<file path="config.mk">
export PLATFORM = sky130hd
export DESIGN_NAME = serial_subtractor
export DESIGN_NICKNAME = d
export VERILOG_FILES = /design/src/rtl/serial_subtractor.sv
export SDC_FILE = /design/constraint.sdc
export NUM_CORES = 1
export LEC_CHECK = 0
export ABC_AREA = 1
export CAP_MARGIN = 20
export CORE_MARGIN = 1
export CORE_UTILIZATION = 66
export CTS_CLUSTER_DIAMETER = 50
export DETAILED_ROUTE_END_ITERATION = 10
export DONT_BUFFER_PORTS = 1
export PLACE_DENSITY = 0.79
export RECOVER_POWER = 50
export SLEW_MARGIN = 25
export SYNTH_ARGS = -nofsm -noshare
export SYNTH_HDL_FRONTEND = slang
export SYNTH_SLANG_ARGS = --single-unit
</file>
<file path="constraint.sdc">
create_clock -name clk -period 2.05 [get_ports clk]
set_input_delay 0.1025 -clock clk [delete_from_list [all_inputs] [get_ports clk]]
set_output_delay 0.1025 -clock clk [all_outputs]
set_load 0.01 [all_outputs]
</file>
<file path="src/rtl/serial_subtractor.sv">
// serial_subtractor: bit-serial a - b - borrow_in, LSB first.
// A single full-subtractor cell is shared across WIDTH cycles. A borrow flop
// carries the borrow between bit positions. Results are held in dedicated
// registers until the next operation completes.
module serial_subtractor #(
  parameter int WIDTH = 8
) (
  input  logic             clk,
  input  logic             rst_n,
  input  logic             start,
  input  logic [WIDTH-1:0] a,
  input  logic [WIDTH-1:0] b,
  input  logic             borrow_in,
  output logic             busy,
  output logic             done,
  output logic [WIDTH-1:0] diff,
  output logic             borrow_out
);

  localparam int              CNT_W    = $clog2(WIDTH);
  localparam logic [CNT_W-1:0] CNT_LAST = CNT_W'(WIDTH - 1);

  typedef enum logic [1:0] {
    IDLE  = 2'd0,
    SHIFT = 2'd1,
    DONE  = 2'd2
  } state_e;

  state_e           state_q;
  logic [WIDTH-1:0] ra_q;
  logic [WIDTH-1:0] rb_q;
  // Only the first WIDTH-1 difference bits need storage. The last bit goes
  // straight into diff_q on the final shift.
  logic [WIDTH-2:0] rd_q;
  logic             br_q;
  logic [CNT_W-1:0] cnt_q;
  logic             busy_q;
  logic             done_q;
  logic [WIDTH-1:0] diff_q;
  logic             borrow_out_q;

  // Full-subtractor cell outputs for the current bit position.
  logic             x;
  logic             y;
  logic             d_d;
  logic             br_d;
  logic [WIDTH-1:0] rd_shift_d;

  // Full-subtractor cell on the current LSBs, plus the shifted working result.
  // NOTE: always_comb gives every output a value on every path. That keeps
  // this block free of inferred latches.
  always_comb begin
    x          = ra_q[0];
    y          = rb_q[0];
    d_d        = x ^ y ^ br_q;
    br_d       = (~x & y) | (~(x ^ y) & br_q);
    rd_shift_d = {d_d, rd_q};
  end

  // Control FSM and datapath registers. The outputs are registered alongside
  // the state.
  // NOTE: sequential state uses non-blocking assignments only. All flops
  // then update together at the clock edge, whatever order the block is
  // written in.
  always_ff @(posedge clk or negedge rst_n) begin
    // NOTE: every register, the working datapath included, is cleared by
    // reset. A reset during an operation leaves no partial result behind.
    if (!rst_n) begin
      state_q      <= IDLE;
      ra_q         <= '0;
      rb_q         <= '0;
      rd_q         <= '0;
      br_q         <= 1'b0;
      cnt_q        <= '0;
      busy_q       <= 1'b0;
      done_q       <= 1'b0;
      diff_q       <= '0;
      borrow_out_q <= 1'b0;
    end else begin
      case (state_q)
        IDLE: begin
          done_q <= 1'b0;
          if (start) begin
            state_q <= SHIFT;
            ra_q    <= a;
            rb_q    <= b;
            br_q    <= borrow_in;
            cnt_q   <= '0;
            busy_q  <= 1'b1;
          end
        end

        SHIFT: begin
          // start is deliberately ignored here. The operands are already
          // captured.
          ra_q  <= {1'b0, ra_q[WIDTH-1:1]};
          rb_q  <= {1'b0, rb_q[WIDTH-1:1]};
          rd_q  <= rd_shift_d[WIDTH-1:1];
          br_q  <= br_d;
          cnt_q <= cnt_q + 1'b1;
          if (cnt_q == CNT_LAST) begin
            state_q      <= DONE;
            busy_q       <= 1'b0;
            done_q       <= 1'b1;
            diff_q       <= rd_shift_d;
            borrow_out_q <= br_d;
          end
        end

        DONE: begin
          done_q <= 1'b0;
          if (start) begin
            // Back-to-back operation: capture the new operands immediately.
            state_q <= SHIFT;
            ra_q    <= a;
            rb_q    <= b;
            br_q    <= borrow_in;
            cnt_q   <= '0;
            busy_q  <= 1'b1;
          end else begin
            state_q <= IDLE;
          end
        end

        default: begin
          state_q <= IDLE;
          busy_q  <= 1'b0;
          done_q  <= 1'b0;
        end
      endcase
    end
  end

  assign busy       = busy_q;
  assign done       = done_q;
  assign diff       = diff_q;
  assign borrow_out = borrow_out_q;

endmodule

</file>
Word-level counts from Yosys, hierarchy flattened

Cells that the tools add are included.

Flip-flop bits (word level): 40
Word-level logic and storage cells: 48
Input port bits: 20
Output and inout bits: 11

Reductions and logical operators: 7
Bitwise logic cells: 7
Mux-type cells: 17
$add $sub $neg: 1
Equal/unequal tests: 6

Operator list:

| kind                                                                    | number |
|---|---|
| 8-bit one-hot mux with 2 select lines                                   | 2 |
| 8-bit two-way mux                                                       | 2 |
| 2-bit AND reduction                                                     | 4 |
| 1-bit two-way mux                                                       | 6 |
| 2-bit one-hot mux with 3 select lines                                   | 1 |
| 3-bit one-hot mux with 2 select lines                                   | 1 |
| 2-bit two-way mux                                                       | 2 |
| 2-bit inequality test, second input constant                            | 2 |
| 1-bit one-hot mux with 2 select lines                                   | 2 |
| 3-bit by 1-bit adder with 3-bit output, second input constant           | 1 |
| 3-bit == test, second input constant                                    | 1 |
| 3-bit two-way mux                                                       | 1 |
| 1-bit bitwise AND                                                       | 2 |
| 2-bit by 1-bit == test with 1-bit output, second input constant         | 1 |
| 2-bit == test, second input constant                                    | 1 |
| 2-bit logical NOT                                                       | 1 |
| 2-bit by 1-bit inequality test with 1-bit output, second input constant | 1 |
| 1-bit NOT                                                               | 2 |
| 2-bit nonzero test                                                      | 1 |
| 2-bit OR reduction                                                      | 1 |
| 1-bit XOR                                                               | 2 |
| 1-bit bitwise OR                                                        | 1 |

Longest topological paths before layout

Gate-level depths: netlist (run 1).

Depth after elaboration: 5
Mapped depth: 7
Gate-level depth less buffers: 7

Worst setup path before layout (run 1)

Ideal clock, no wire load.

Path type: register to register
Start: register cnt_q[0]
End: register borrow_out_q, in the netlist borrow_out
Arrival time: 1.098 ns
Required time: 1.932 ns
Buffers on the path: 1
Setup time: 0.118 ns
Path slack: 0.834 ns
Stages on the path, launching flop included: 6
Period minus slack after synthesis: 1.216 ns
Cell sequence: dfrtp_1 ha_1 ha_1 buf_1 nand3_1 nand2_1

Longest elaborated chain between the ends: 2

Ends and longest elaborated chain:

| what                                 | RTL line | RTL |
|---|---|---|
| start, declared                      | 36       | `logic [CNT_W-1:0] cnt_q;` |
| start signal, assigned               | 100      | `cnt_q <= cnt_q + 1'b1;` |
| 3-bit == test                        | 101      | `if (cnt_q == CNT_LAST) begin` |
| 2-bit AND reduction (no source line) | n/a      |  |
| end signal, assigned                 | 106      | `borrow_out_q <= br_d;` |
| end, declared                        | 40       | `logic borrow_out_q;` |

No other way between the ends.
A chain may end at the register's enable or synchronous reset.

Final worst setup path (run 1)

Start: register cnt_q[0]
End: register diff_q[0], in the netlist diff[0]

Longest elaborated chain between the ends: 2

Ends and longest elaborated chain:

| what                                 | RTL line | RTL |
|---|---|---|
| 3-bit == test                        | 101      |  |
| 2-bit AND reduction (no source line) | n/a      |  |
| end signal, assigned                 | 105      | `diff_q <= rd_shift_d;` |
| end, declared                        | 39       | `logic [WIDTH-1:0] diff_q;` |

No other way between the ends.

==> impl_metrics.toml, run 1 <==
[outcome]
status = "completed"

[grt]
grt.overflow.total = 0
grt.busiest_layer = "met2"
grt_pass1_wl_mm = 5.87
grt_antenna_before_repair = 0
grt_max_degree = 41
use_met3_pct = 7.78
grt_use_total_pct = 28.4
grt_pass1_vias = 1409
grtUsageMet2_pct = 46.8
grtUsageMet1_pct = 34.7

[finish]
design_area_um2 = 2050
layout.cells.non_filler = 272
num_antenna_cells = 0
layout-drive-gt1-share_pct = 6.20
area_delta_synth_final_pct = 11.2
final_util_pct = 79.9
nNetsFinal = 265

[clock_network]
root_buffer = "clkbuf_4"
cts-buffers-inserted = 5
cts_tree = "done"
clk_pin_slew_worst_paths_ns = 0.11
insertion_delay_ns = 0.34
post_cts_buffers = 0
cts.htree.levels = 2
cts_sinks = 40
cts_resized = 0
cts.path.max_buffers = 2

[synth]
ys_seq_area_share_pct = 54.3
synth_fp_nets = 248
ys_warn_count = 0
synth_cells = 225
avgSynthCellArea_um2 = 8.20
synth-seq-cells = 40
synthesis.area_um2 = 1840
synth_cell_type_count = 17

[die]
num_rows = 18
die-area_um2 = 3010
die_h_um = 54.9
io-pin-count = 31
core_area_um2 = 2570
initial_utilization_pct = 71.8
die_x_um = 54.9

[worst_setup_path]
cp-end-kind = "flip-flop"
cp_max_fo = 13
critPathLaunchType = "flip-flop"
criticalPathCategory = "flip-flop to flip-flop"
required_ns = 2.29
cp_data_arrival_time_ns = 1.99

[placement]
placement.cell_area_um2 = 1820
io_buffer_count = 0
place_congestion = 0.748
placed_cells = 246
dpl.hpwl_mm = 2.26

[drt]
ant_nets = 0
wl_per_cell_um = 13.5
wl_mm = 3.67
num_vias = 1506
firstDrtPassIters = 4
vias_per_cell = 5.54
drc = 0
first_iter_violations = 70

[sta]
slew_headroom_pct = 37.2
clock_skew_ns = 0.00730
tns_ns = 0
holdWs_ns = 0.0838
final-setup-viol-count = 0
slew_violations = 0
worst_pin_slew_ns = 0.942
max_freq_ghz = 0.572
post-route-min-period_ns = 1.75
rsz0062_at_grt = "false"
timing.final.crit_share_pct = 85.3
final_hold_viol_count = 0

[hold_path]
hp-class = "primary input to flip-flop"

[power]
p_leak_nw = 1.15
powerDensity_nw_per_um2 = 1440
ir_drop_v = 0.00101

[flow_run]
max_cap_viol_count = 0
placed cells by master (no fill, tap or decap):
| master | instances |
|---|---|
| inv_2 | 1 |
| o21ai_0 | 8 |
| dlygate4sd3_1 | 18 |
| nand2_4 | 1 |
| clkinv_2 | 1 |
| clkbuf_4 | 5 |
| inv_1 | 11 |
| nor2_8 | 1 |
| clkbuf_1 | 1 |
| inv_4 | 1 |
| nor2_1 | 2 |
| nand3_1 | 30 |
| dfrtp_1 | 40 |
| nand2_1 | 114 |
| fa_1 | 1 |
| buf_4 | 2 |
| clkbuf_2 | 1 |
| nand2_2 | 2 |
| ha_1 | 2 |
metrics by stage:
| step | power (mW) | worst slack, ns |
|---|---|---|
| finish | 2.95 | 0.302 |
| floorplan | 2.37 | 0.834 |
| global route | 3.21 | 0.0631 |
| CTS | 2.96 | 0.290 |
| global placement | 2.46 | 0.347 |
| detailed placement | 2.54 | 0.312 |
sequential cells by signal, summed over array words and instances (netlist names):
register / cells
borrow_out: 1
br_q: 1
busy: 1
cnt_q: 3
diff: 8
done: 1
ra_q: 8
rb_q: 8
rd_q: 7
state_q: 2
cell families (layout without fill, tap and decap cells):
group,count (synthesis),count (layout),synth area share (%)
adders and majority gates,3,3,2.44
DFF,40,40,54.3
buffers and inverters,24,41,6.99
AOI/OAI and AO/OA,8,8,2.17
and+or+nand+nor,150,150,34.1
area by class of cell:
class / instances / area [um2]
clock inverter: 1 / 5.00
clock buffer: 6 / 41.3
inverter: 13 / 51.3
multi-input combinational: 161 / 714
fill: 176 / 517
tap: 30 / 37.5
timing repair buffer: 21 / 200
sequential: 40 / 1000
synthesized netlist by cell type:
cell type / n / area (um2)
nand2_1: 114 / 428
dfrtp_1: 40 / 1000
nand3_1: 30 / 150
inv_1: 11 / 41.3
o21ai_0: 8 / 40.0
buf_2: 5 / 25.0
buf_6: 3 / 33.8
buf_4: 2 / 15.0
ha_1: 2 / 25.0
nand2_2: 2 / 12.5
nor2_1: 2 / 7.51
buf_1: 1 / 3.75
fa_1: 1 / 20.0
inv_2: 1 / 3.75
inv_4: 1 / 6.26
nand2_4: 1 / 11.3
nor2_8: 1 / 20.0
path summary, 6_finish.rpt:
check	cells past startpoint	from	slack, ns	to
worst max-delay path	5	cnt_q[0]	0.30	diff[0]
worst min-delay path	2	start	0.08	state_q[0]
worst max register to register	5	cnt_q[0]	0.30	diff[0]
worst min register to register	2	rd_q[0]	0.50	rd_q[0]
max in group asynchronous	2	rst_n	1.04	ra_q[3]
min in group asynchronous	2	rst_n	0.43	rb_q[1]
layer usage:
metal  up-vias  wire (um)
met5         -          0
met4         0         58
met3         8        239
met2        54       1770
met1       714       1600
li1        730          -
critical path: stages, from the launching register on:
cell and delay (ns):
dfrtp_1 0.39, ha_1 0.16, ha_1 0.46, nand3_1 0.41, nand2_1 0.17, nand2_1 0.07
repair_timing:
item,4_1_cts,5_1_grt
hold endpoints to repair,57,0
setup endpoints to repair,0,0
hold buffers,19,0
power by group:
| part | switching (mW) | total (mW) | internal (mW) |
|---|---|---|---|
| registers | 0.280 | 1.41 | 1.13 |
| logic | 0.766 | 1.17 | 0.408 |
| clock network | 0.240 | 0.367 | 0.126 |
| total | 1.29 | 2.95 | 1.66 |
(Power assumes the default switching activity.)
==> run 2, diff against run 1 <==
Settings changed: CELL_PAD_IN_SITES_DETAIL_PLACEMENT set to 1, CELL_PAD_IN_SITES_GLOBAL_PLACEMENT set to 1, CORE_UTILIZATION 66 to 49, CTS_CLUSTER_DIAMETER 50 to unset.
==> impl_metrics.toml, run 2 (synthesis gave the netlist of run 1 again) <==
[outcome]
status = "completed"

[placement]
io_buffer_count = 0
dpl.hpwl_mm = 2.58
place_congestion = 0.741
placed_cells = 262
placement.cell_area_um2 = 1840

[finish]
final_common_cell = "nand2_1"
mostFrequentLayoutCells = "nand2_1, dfrtp_1, nand3_1"
area_delta_synth_final_pct = 8.48
nNetsFinal = 250
layout-drive-gt1-share_pct = 7.46
fillerInstances = 426
num_antenna_cells = 0
design_area_um2 = 2000
layout.cells.non_filler = 274

[worst_setup_path]
r2r-end = "diff[5]"
cp_data_arrival_time_ns = 1.89
criticalPathCategory = "flip-flop to flip-flop"
critPathBufInv = 0
critPathLaunchType = "flip-flop"
cp-end-kind = "flip-flop"
cp_max_fo = 13
critPathLaunch = "cnt_q[0]"
required_ns = 2.22
cp_slowest_cell = "ha_1"
worstRegToRegCells = 5
critPathMaxStageDelay_ns = 0.44
path_delay_family = "simple AND/OR/NAND/NOR gates"
critPathCapture = "diff[5]"
r2r_slack_ns = 0.33
cp.depth = 5
r2r-start = "cnt_q[0]"
crit_path_cell_trace = "ha_1, ha_1, nand3_1, nand2_1, nand2_1"

[grt]
grt_max_degree = 41
grt.overflow.total = 0
grt_pass1_vias = 1600
grt_pass1_wl_mm = 7.13
grt_use_total_pct = 23.1
grt_antenna_before_repair = 0

[clock_network]
clk_pin_slew_worst_paths_ns = 0.08
cts_resized = 0
root_buffer = "clkbuf_8"
insertion_delay_ns = 0.28
hold_buffers = 4
cts_sinks = 40
cts.path.max_buffers = 2
cts_tree = "done"
cts-buffers-inserted = 5
post_cts_buffers = 0
cts.htree.levels = 2

[sta]
clock_skew_ns = 0.00512
tns_ns = 0
final_hold_viol_count = 0
slew_headroom_pct = 34.8
post-route-min-period_ns = 1.72
timing.final.crit_share_pct = 84.0
final-setup-viol-count = 0
max_freq_ghz = 0.580
slew_violations = 0
worst_pin_slew_ns = 0.978
holdWs_ns = 0.0228
rsz0062_at_grt = "false"

[die]
num_rows = 21
die_x_um = 63.4
die-area_um2 = 4010
die_h_um = 63.4
core_area_um2 = 3470
io-pin-count = 31
initial_utilization_pct = 53.2

[drt]
drc = 0
vias_per_cell = 5.23
wl_mm = 3.93
ant_nets = 0
first_iter_violations = 95
firstDrtPassIters = 4
wl_per_cell_um = 14.4
num_vias = 1434

[hold_path]
hp-class = "primary input to flip-flop"

[power]
powerDensity_nw_per_um2 = 1640
ir_drop_v = 0.000709
p_leak_nw = 1.12

[flow_run]
max_cap_viol_count = 0
-- run 2: cell types whose count changed in the layout (fill, tap and decap cells not counted) --
cell,previous run,this run
clkbuf_4,5,0
clkbuf_1,1,0
clkbuf_8,0,7
dlygate4sd3_1,18,3
clkinv_2,1,0
bufinv_16,0,1
-- run 2: worst min-delay path by stage --
stage	to	startpoint	depth (start not counted)
floorplan	borrow_out	rst_n	0
global placement	diff[5]	rst_n	0
detailed placement	diff[4]	rst_n	0
CTS	rb_q[0]	b[0]	4
global route	rb_q[2]	b[2]	4
finish	rb_q[6]	b[6]	4
-- run 2: through the flow --
step | setup WS (ns) | power (mW) | util (%)
floorplan | 0.834 | 2.37 | -
global placement | 0.488 | 2.49 | 53.0
detailed placement | 0.330 | 2.60 | 53.0
CTS | 0.298 | 3.34 | 58.1
global route | 0.180 | 3.59 | 57.7
finish | 0.327 | 3.28 | 57.7
-- run 2: routing by layer --
| layer | vias up | track usage (%) | routed length [um] |
|---|---|---|---|
| met3 | 4 | 4.35 | 115 |
| met1 | 707 | 27.9 | 1820 |
| met4 | 0 | 9.38 | 51 |
| met5 | - | 0 | 0 |
| met2 | 23 | 40.0 | 1950 |
| li1 | 700 | - | - |
-- run 2: power by group --
part	total (mW)	internal [mW]	leakage, nW	switching, mW
clock	0.700	0.430	0.0645	0.271
sequential	1.40	1.13	0.507	0.267
combinational	1.18	0.395	0.549	0.789
total	3.28	1.96	1.12	1.33
-- run 2: worst reg2reg max path: cells and delay by family, from the launching register on --
kind	cells	cell delay, ns
adder cells (fa/ha/maj)	2	0.60
flip-flops	1	0.37
AND/OR/NAND/NOR	3	0.64
-- run 2: cell type report --
cell class	instances	area (um2)	share of cell area [%]
clock buffers	7	96.3	4.82
well taps	46	57.6	2.88
repair buffers	6	50.0	2.50
flip-flops and latches	40	1000	50.0
inverters	13	51.3	2.56
clock inverters	1	30.0	1.50
multi-input cells	161	714	35.7
==> run 3, diff against run 2 <==
Settings changed: CORE_UTILIZATION 49 to 41, PLACE_DENSITY 0.79 to 0.7.
Clock period 2.05 ns to 1.4 ns, I/O delays scaled along.
==> impl_metrics.toml, run 3 (synthesis gave the netlist of run 1 again) <==
[grt]
grt_pass1_wl_mm = 7.59
grt_use_total_pct = 20.2
grt_max_degree = 41
grt_antenna_before_repair = 0
grt.overflow.total = 0
grt_pass1_vias = 1579

[drt]
firstDrtPassIters = 6
vias_per_cell = 4.97
drc = 0
num_vias = 1481
first_iter_violations = 76
wl_per_cell_um = 14.4
wl_mm = 4.28
ant_nets = 0

[die]
die_h_um = 69.1
die_x_um = 69.1
io-pin-count = 31
core_area_um2 = 4320
initial_utilization_pct = 42.7
die-area_um2 = 4770
num_rows = 24

[clock_network]
cts_sinks = 40
cts-buffers-inserted = 5
insertion_delay_ns = 0.29
root_buffer = "clkbuf_8"
cts.path.max_buffers = 2
cts_tree = "done"
clk_pin_slew_worst_paths_ns = 0.08
cts.htree.levels = 2

[finish]
mostFrequentLayoutCells = "nand2_1, dfrtp_1, nand3_1"
nNetsFinal = 268
layout-drive-gt1-share_pct = 10.2
num_antenna_cells = 0
final_common_cell = "nand2_1"
multiInputGateArea_um2 = 728
design_area_um2 = 2210
fillerInstances = 525
seqCellArea_um2 = 1000
area_delta_synth_final_pct = 19.8

[worst_setup_path]
crit_path_cell_trace = "ha_1, ha_1, buf_6, o21ai_2, nand2_1, inv_1"
cp_slowest_cell = "dfrtp_1"
r2r-start = "cnt_q[0]"
cp-end-kind = "flip-flop"
crit_top_cell = "ha_1"
cp_max_fo = 11
critPathMaxStageDelay_ns = 0.40
r2r_slack_ns = 0.07
required_ns = 1.64
criticalPathCategory = "flip-flop to flip-flop"
critPathLaunchType = "flip-flop"
critPathLaunch = "cnt_q[0]"
cp_data_arrival_time_ns = 1.57

[sta]
max_freq_ghz = 0.750
final-setup-viol-count = 0
clock_skew_ns = 0.00623
holdWs_ns = 0.00378
post-route-min-period_ns = 1.33
tns_ns = 0
timing.final.crit_share_pct = 95.3
slew_headroom_pct = 82.4
slew_violations = 0
setup_slack_ns = 0.0664
worst_pin_slew_ns = 0.264
rsz0062_at_grt = "false"
final_hold_viol_count = 0

[hold_path]
min_from = "a[0]"
hp-class = "primary input to flip-flop"

[power]
seqPwrFrac_pct = 41.6
switching_power_mw = 1.98
switching_share_pct = 40.0
internal_power_mw = 2.98
ir_drop_v = 0.000821
p_leak_nw = 1.21
totalPowerFinal_mw = 4.96
powerDensity_nw_per_um2 = 2240
p_clk_share_pct = 20.7
combinationalPowerShare_pct = 37.7

[placement]
dpl_worst_slack_ns = -0.0550
io_buffer_count = 0
dpl.hpwl_mm = 2.74
place_congestion = 0.776
placement.cell_area_um2 = 1880

[flow_run]
max_cap_viol_count = 0

[outcome]
status = "completed"
-- run 3: cell types whose count changed in the layout (fill, tap and decap cells not counted), sizes merged --
| cell | previous run | this run |
|---|---|---|
| clkbuf | 8 | 7 |
| buf | 2 | 8 |
| dlygate4sd3 | 3 | 16 |
-- run 3: what timing repair did --
action                                 in CTS  in global routing
hold buffers                               17                  0
endpoints found under the hold margin      55                  0
setup buffers                               0                  0
resized for setup                           3                  3
setup endpoints to repair                  10                 16
-- run 3: cell type report --
type	count	area share [%]
Clock buffer	7	4.36
Clock inverter	1	1.36
Inverter	13	2.32
Multi-Input combinational cell	161	33.0
Sequential cell	40	45.4
Tap cell	52	2.94
Timing Repair Buffer	24	10.7
-- run 3: worst paths after layout --
path                              endpoint  cells after the start
worst max-delay path                  busy                      6
worst min-delay path               ra_q[0]                      4
worst max register to register        busy                      6
worst min register to register     rd_q[0]                      2
max in group asynchronous       state_q[0]                      2
min in group asynchronous          diff[5]                      2
-- run 3: routing by layer --
| metal | wire [um] | vias up | GRT usage, % |
|---|---|---|---|
| li1 | - | 733 | - |
| met1 | 2010 | 713 | 26.0 |
| met2 | 2020 | 27 | 31.2 |
| met3 | 190 | 8 | 6.43 |
| met4 | 65 | 0 | 8.84 |
| met5 | 0 | - | 0 |
-- run 3: per-stage QoR --
stage / utilization (%) / instances
5_1_grt: 51.1 / 298
2_1_floorplan: - / 225
3_5_place_dp: 43.6 / 273
3_3_place_gp: 43.6 / 273
4_1_cts: 50.9 / 298
6_report: 51.1 / 298
-- run 3: power by group through the flow --
| stage | Clock [mW] | Combinational, mW | Sequential [mW] |
|---|---|---|---|
| finish | 1.03 | 1.87 | 2.06 |
| global route | 1.10 | 2.18 | 2.13 |
| global placement | 0 | 1.69 | 2.05 |
| floorplan | 0 | 1.50 | 1.96 |
| detailed placement | 0 | 1.78 | 2.08 |
| CTS | 1.05 | 1.87 | 2.06 |
-- run 3: worst max-delay path, delay by kind of cell (launching register included) --
family                     cells  cell delay (ns)
adders and majority gates      2             0.44
DFF                            1             0.40
buffers and inverters          2             0.21
AOI/OAI and AO/OA              1             0.16
and+or+nand+nor                1             0.06
